==> config.mk <==
export PLATFORM = sky130hd
export DESIGN_NAME = scan_chain_ctrl_flat
export DESIGN_NICKNAME = d
export VERILOG_FILES = /design/src/rtl/scan_chain_ctrl_if.sv /design/src/rtl/scan_chain_ctrl.sv /design/src/flat_wrapper.sv
export SDC_FILE = /design/constraint.sdc
export NUM_CORES = 1
export LEC_CHECK = 0
export ABC_CLOCK_PERIOD_IN_PS = 2200
export BUFFER_PORTS_ARGS = -buffer_cell sky130_fd_sc_hd__clkbuf_2
export CAP_MARGIN = 20
export CELL_PAD_IN_SITES_DETAIL_PLACEMENT = 0
export CELL_PAD_IN_SITES_GLOBAL_PLACEMENT = 1
export CORE_MARGIN = 2
export CORE_UTILIZATION = 30
export CTS_CLUSTER_SIZE = 16
export DETAILED_ROUTE_END_ITERATION = 7
export GPL_TIMING_DRIVEN = 0
export PLACE_DENSITY_LB_ADDON = 0.08
export SLEW_MARGIN = 20
export SYNTH_ARGS = -nofsm -noshare
export SYNTH_HDL_FRONTEND = slang
export SYNTH_SLANG_ARGS = --single-unit
export TNS_END_PERCENT = 10
==> constraint.sdc <==
create_clock -name clk -period 2.2 [get_ports clk]
set_input_delay 0.22 -clock clk [delete_from_list [all_inputs] [get_ports clk]]
set_output_delay 0.22 -clock clk [all_outputs]
set_load 0.005 [all_outputs]
==> src/rtl/scan_chain_ctrl_if.sv <==
// Tester-side bundle for scan_chain_ctrl: control pins, the serial pins, the
// PPI/PPO vectors to and from the combinational core, and the status outputs.
// The tester (or bench) uses the master modport; the controller uses slave.
interface scan_chain_ctrl_if #(
    parameter int CHAIN_LEN = 56
);
    logic                 test_mode;
    logic                 start;
    logic                 scan_in;
    logic                 scan_out;
    logic [CHAIN_LEN-1:0] ppo;
    logic [CHAIN_LEN-1:0] ppi;
    logic                 busy;
    logic                 done;
    logic [15:0]          signature;

    modport master (
        output test_mode, start, scan_in, ppo,
        input  scan_out, ppi, busy, done, signature
    );

    modport slave (
        input  test_mode, start, scan_in, ppo,
        output scan_out, ppi, busy, done, signature
    );
endinterface

==> src/rtl/scan_chain_ctrl.sv <==
// Serial scan controller for the unfolded CPU netlist.
// One sequence is SHIFT (CHAIN_LEN cycles), APPLY, CAPTURE, then a done pulse.
// A new vector is shifted in LSB first while the previous response leaves on
// scan_out. APPLY drives the vector onto the PPIs, and CAPTURE loads the PPOs
// back into the same register one cycle later.
// Optional feature: define SCAN_MISR_EN to compress the scan_out stream into
// a 16-bit MISR (x^16+x^12+x^5+1). Without it, signature is tied to zero.
module scan_chain_ctrl #(
    parameter int CHAIN_LEN = 56,
    parameter int CNT_W     = 6
) (
    input  logic             clk,
    input  logic             rst_n,
    scan_chain_ctrl_if.slave bus
);

    typedef enum logic [1:0] {
        ST_IDLE,
        ST_SHIFT,
        ST_APPLY,
        ST_CAPTURE
    } state_e;

    localparam logic [CNT_W-1:0] LAST_IDX = CNT_W'(CHAIN_LEN - 1);

    state_e               state_q, state_d;
    logic [CNT_W-1:0]     count_q, count_d;
    logic [CHAIN_LEN-1:0] shift_q, shift_d;
    logic [CHAIN_LEN-1:0] ppi_q,   ppi_d;
    logic                 done_q,  done_d;

    // Next-state and datapath decode; an abort overrides whatever the state asked for.
    always_comb begin
        // NOTE: every variable gets a hold/default value before the case so
        // that no path leaves it unassigned, which would infer a latch.
        state_d = state_q;
        count_d = count_q;
        shift_d = shift_q;
        ppi_d   = ppi_q;
        done_d  = 1'b0;

        unique case (state_q)
            ST_IDLE: begin
                if (bus.start && bus.test_mode) begin
                    state_d = ST_SHIFT;
                    count_d = '0;
                end
            end
            ST_SHIFT: begin
                shift_d = {bus.scan_in, shift_q[CHAIN_LEN-1:1]};
                if (count_q == LAST_IDX) begin
                    state_d = ST_APPLY;
                    count_d = '0;
                end else begin
                    count_d = count_q + CNT_W'(1);
                end
            end
            ST_APPLY: begin
                ppi_d   = shift_q;
                state_d = ST_CAPTURE;
            end
            ST_CAPTURE: begin
                shift_d = bus.ppo;
                state_d = ST_IDLE;
                done_d  = 1'b1;
            end
            default: state_d = ST_IDLE;
        endcase

        // Dropping test_mode mid-sequence freezes the data registers and
        // returns to IDLE without a done pulse.
        if (state_q != ST_IDLE && !bus.test_mode) begin
            state_d = ST_IDLE;
            count_d = '0;
            shift_d = shift_q;
            ppi_d   = ppi_q;
            done_d  = 1'b0;
        end
    end

    // Control and datapath registers, all cleared by the asynchronous reset.
    always_ff @(posedge clk or negedge rst_n) begin
        if (!rst_n) begin
            state_q <= ST_IDLE;
            count_q <= '0;
            shift_q <= '0;
            ppi_q   <= '0;
            done_q  <= 1'b0;
        end else begin
            // NOTE: non-blocking assignments, so every register samples the
            // pre-edge values regardless of statement order.
            state_q <= state_d;
            count_q <= count_d;
            shift_q <= shift_d;
            ppi_q   <= ppi_d;
            done_q  <= done_d;
        end
    end

    assign bus.scan_out = shift_q[0];
    assign bus.ppi      = ppi_q;
    assign bus.busy     = (state_q != ST_IDLE);
    assign bus.done     = done_q;

`ifdef SCAN_MISR_EN
    logic [15:0] sig_q, sig_d;
    logic        seq_cmpl_q, seq_cmpl_d;

    // MISR next state: cleared when a new sequence follows a completed one,
    // stepped once for each bit that actually leaves on scan_out.
    always_comb begin
        sig_d      = sig_q;
        seq_cmpl_d = seq_cmpl_q;
        if (state_q == ST_IDLE && state_d == ST_SHIFT) begin
            seq_cmpl_d = 1'b0;
            if (seq_cmpl_q) begin
                sig_d = '0;
            end
        end else if (state_q == ST_SHIFT && bus.test_mode) begin
            sig_d = {sig_q[14:0], 1'b0} ^ ({16{sig_q[15] ^ shift_q[0]}} & 16'h1021);
        end
        if (done_d) begin
            seq_cmpl_d = 1'b1;
        end
    end

    // MISR registers; an aborted sequence leaves seq_cmpl low so the
    // signature keeps accumulating into the restarted sequence.
    always_ff @(posedge clk or negedge rst_n) begin
        if (!rst_n) begin
            sig_q      <= '0;
            seq_cmpl_q <= 1'b1;
        end else begin
            sig_q      <= sig_d;
            seq_cmpl_q <= seq_cmpl_d;
        end
    end

    assign bus.signature = sig_q;
`else
    assign bus.signature = 16'h0000;
`endif

endmodule

==> src/flat_wrapper.sv <==
// flat-port wrapper written by rule: the top's interface ports become plain ports
module scan_chain_ctrl_flat 
#(
    parameter int CHAIN_LEN = 56,
    parameter int CNT_W     = 6
)
  (clk, rst_n, bus_test_mode, bus_start, bus_scan_in, bus_ppo, bus_scan_out, bus_ppi, bus_busy, bus_done, bus_signature);
  scan_chain_ctrl_if #(.CHAIN_LEN(CHAIN_LEN)) bus_i ();
  input  logic clk;
  input  logic rst_n;
  input wire logic [$bits(bus_i.test_mode)-1:0] bus_test_mode;
  input wire logic [$bits(bus_i.start)-1:0] bus_start;
  input wire logic [$bits(bus_i.scan_in)-1:0] bus_scan_in;
  input wire logic [$bits(bus_i.ppo)-1:0] bus_ppo;
  output wire logic [$bits(bus_i.scan_out)-1:0] bus_scan_out;
  output wire logic [$bits(bus_i.ppi)-1:0] bus_ppi;
  output wire logic [$bits(bus_i.busy)-1:0] bus_busy;
  output wire logic [$bits(bus_i.done)-1:0] bus_done;
  output wire logic [$bits(bus_i.signature)-1:0] bus_signature;
  assign bus_i.test_mode = bus_test_mode;
  assign bus_i.start = bus_start;
  assign bus_i.scan_in = bus_scan_in;
  assign bus_i.ppo = bus_ppo;
  assign bus_scan_out = bus_i.scan_out;
  assign bus_ppi = bus_i.ppi;
  assign bus_busy = bus_i.busy;
  assign bus_done = bus_i.done;
  assign bus_signature = bus_i.signature;
  scan_chain_ctrl #(.CHAIN_LEN(CHAIN_LEN), .CNT_W(CNT_W)) u_core (.clk(clk), .rst_n(rst_n), .bus(bus_i));
endmodule
==> results.py <==
metrics = {
    "routing": {
        "wl_microns": 12800,
        "vias": 3748,
        "met2WireLength_microns": 5710,
        "remaining_drc_errors": 0,
        "drtIter0Drc": 150,
        "wl_met3_microns": 697,
        "drt-wirelength-per-cell_microns": 15.4,
        "viasPerCell": 4.50,
        "ant_nets": 0,
        "top_layer_used": "met4",
        "first_pass_iters": 4,
        "drt-met1-wl_microns": 6210,
    },
    "global_route": {
        "grt_max_degree": 75,
        "grt_usage_pct": 14.5,
        "grt_pass1_vias": 3877,
        "antenna_found_initial": 0,
        "grt_remaining_overflow": 0,
        "grt_first_pass_wirelength_microns": 20500,
    },
    "placed_design": {
        "pre_cts_ws_ps": -252,
        "routabilityCongestion": 0.727,
        "hpwl_microns": 9050,
        "numPortBuffers": 119,
    },
    "clocking": {
        "max-clock-path-buffers": 2,
        "htree_levels": 4,
        "insertion_delay_ps": 410,
        "numCtsBuffers": 17,
        "cts.sinks": 121,
        "cts_root_buffer": "clkbuf_16",
        "clk_pin_slew_ps": 50,
        "cts_tree": "yes",
    },
    "worst_setup_path": {
        "arrival_ps": 2360,
        "worst-path-max-fanout": 10,
        "reg2reg_depth": 6,
        "critPathKind": "reg2reg",
        "cp-start-kind": "flop",
        "crit_required_ps": 2490,
        "worst_setup_path_end_kind": "flop",
    },
    "timing": {
        "rsz0062_at_grt": "yes",
        "fin_skew_ps": 6.90,
        "fin_ws_ps": 122,
        "tightestPinTransition_ps": 655,
        "setup_viol": 0,
        "final.min_clock_period_ps": 2080,
        "finalCritPeriodShare_pct": 94.5,
        "slew_violations": 0,
        "fmax_mhz": 481,
        "hold_viol": 0,
        "tns_ps": 0,
        "relSlewSlack_pct": 56.0,
    },
    "synth": {
        "synthCells": 442,
        "netlist_top_cells_area": "dfrtp_1, mux2_2, mux2i_1",
        "synth_common_cells": "dfrtp_1, nand2_1, o21ai_0",
        "synth_area_sq_um": 5320,
        "synth_top_area_share_pct": 56.9,
        "synth_cell_types": 30,
        "synth_top_area_cell": "dfrtp_1",
        "synth_seq_cells": 121,
        "synth_top_flop_cell": "dfrtp_1",
        "syn_area_per_cell_sq_um": 12.0,
        "ys_warn_count": 0,
        "async_flop_share_pct": 100,
        "synthMostInstantiatedCell": "dfrtp_1",
        "synth_edf_count": 0,
        "yosysSeqAreaShare_pct": 56.9,
    },
    "final_layout": {
        "layout-drive-gt1-share_pct": 40.1,
        "n_antenna_cell": 0,
        "num-fill-cells": 1746,
        "area_growth_pct": 29.5,
        "fin_nets": 664,
        "fin_util_pct": 39.8,
    },
    "power_and_ir_drop": {
        "pwr-share-comb_pct": 34.7,
        "seqPwrFrac_pct": 37.4,
        "p_int_w": 0.00659,
        "p_leak_nw": 3.37,
        "power-per-cell-area_nw_per_um2": 1440,
        "peakVddDrop_v": 0.000596,
        "swShare_pct": 33.5,
        "switchingPower_w": 0.00331,
        "p_clk_share_pct": 27.8,
    },
    "hold_path": {
        "whs_path_depth": 3,
        "hold_path_class": "in2reg",
    },
    "floorplanning": {
        "die_w_microns": 137,
        "initial_core_util_pct": 30.7,
        "die_area_sq_um": 18800,
        "core.rowCount": 48,
        "die_y_microns": 137,
        "io_pins": 136,
        "core_sq_um": 17300,
    },
    "run": {
        "drv_cap": 0,
    },
    "outcome": {
        "status": "completed",
    },
}
==> layout by cell type, fill, tap and decap left out, types with 2 or more instances in the layout <==
cell        count
o21a_1          2
conb_1         16
nand2b_1        2
clkbuf_16      17
nand2_1        63
buf_4          21
nand3_1         3
nor2_1          4
clkinvlp_4      2
mux2_2         56
o21ai_0        63
mux2i_1        56
bufinv_16       3
buf_2          12
inv_1           4
clkinv_2        4
ha_1            6
dfrtp_1       121
clkbuf_1        8
clkbuf_8        2
o31ai_1         5
clkbuf_2      122
==> critical path: stages, from the launching register on <==
cell and delay (ps):
dfrtp_1 400, inv_1 100, ha_1 300, o21ai_1 300
buf_4 270, buf_4 230, mux2_2 350
==> area by class of cell <==
cell class / count / area [sq um] / share of cell area (%)
timing repair buffer: 121 / 642 / 9.32
multi-input combinational: 290 / 2090 / 30.3
sequential: 121 / 3030 / 44.0
buffer: 42 / 256 / 3.72
tap: 225 / 282 / 4.09
clock buffer: 21 / 450 / 6.54
clock inverter: 9 / 125 / 1.82
inverter: 4 / 15.0 / 0.218
==> power by group through the flow <==
stage / Clock [W] / Combinational (W) / Sequential, W
2_1_floorplan: 0 / 0.00217 / 0.00367
3_3_place_gp: 0 / 0.00345 / 0.00373
3_5_place_dp: 0 / 0.00351 / 0.00376
4_1_cts: 0.00284 / 0.00355 / 0.00372
5_1_grt: 0.00294 / 0.00391 / 0.00385
6_report: 0.00276 / 0.00344 / 0.00371
==> path summary, 6_finish.rpt <==
path	from	to	slack, ps
max	u_core.state_q[0]$_DFFE_PN0P_	u_core.bus.ppi[28]$_DFFE_PN0P_	120
min	bus_ppo[36]	u_core.shift_q[36]$_DFFE_PN0P_	100
max reg2reg	u_core.state_q[0]$_DFFE_PN0P_	u_core.bus.ppi[28]$_DFFE_PN0P_	120
min reg2reg	u_core.shift_q[50]$_DFFE_PN0P_	u_core.shift_q[50]$_DFFE_PN0P_	500
max in group asynchronous	rst_n	u_core.bus.ppi[29]$_DFFE_PN0P_	1150
min in group asynchronous	rst_n	u_core.count_q[1]$_DFFE_PN0P_	330
==> stage by stage <==
step	total power (W)	hold slack, ps	cells	cell area [sq um]
after floorplan	0.00583	-75.6	457	5370
after global placement	0.00718	487	801	6250
after detailed placement	0.00727	202	802	6290
after CTS	0.0101	85.2	833	6890
after global routing	0.0107	92.5	833	6890
final	0.00991	99.9	833	6890
==> registers in the layout (all words and copies together), names as in the netlist <==
signal,count
u_core.bus.done,1
u_core.shift_q,56
u_core.state_q,2
u_core.bus.ppi,56
u_core.count_q,6
==> routing by layer <==
metal | track usage (%) | vias to the layer above
met5 | 0 | -
met3 | 4.52 | 16
li1 | - | 1813
met4 | 5.84 | 0
met1 | 20.1 | 1815
met2 | 21.0 | 104
==> timing repair <==
action	4_1_cts	5_1_grt
pin swaps	0	0
endpoints found under the setup margin	56	50
hold endpoints to repair	47	0
setup buffers	0	0
hold buffers	1	0
gates resized for setup	6	0
==> cells by family (layout without fill, tap and decap cells) <==
| group | count (synthesis) | after routing | share of synthesized area (%) |
|---|---|---|---|
| other | 1 | 16 | 0.0705 |
| flip-flops | 121 | 121 | 56.9 |
| multiplexers | 112 | 112 | 22.4 |
| buffers and inverters | 46 | 197 | 4.96 |
| AO/OA/AOI/OAI | 78 | 78 | 8.19 |
| adder cells (fa/ha/maj) | 6 | 6 | 1.41 |
| AND/OR/NAND/NOR | 78 | 78 | 6.02 |
(Power assumes the default switching activity.)
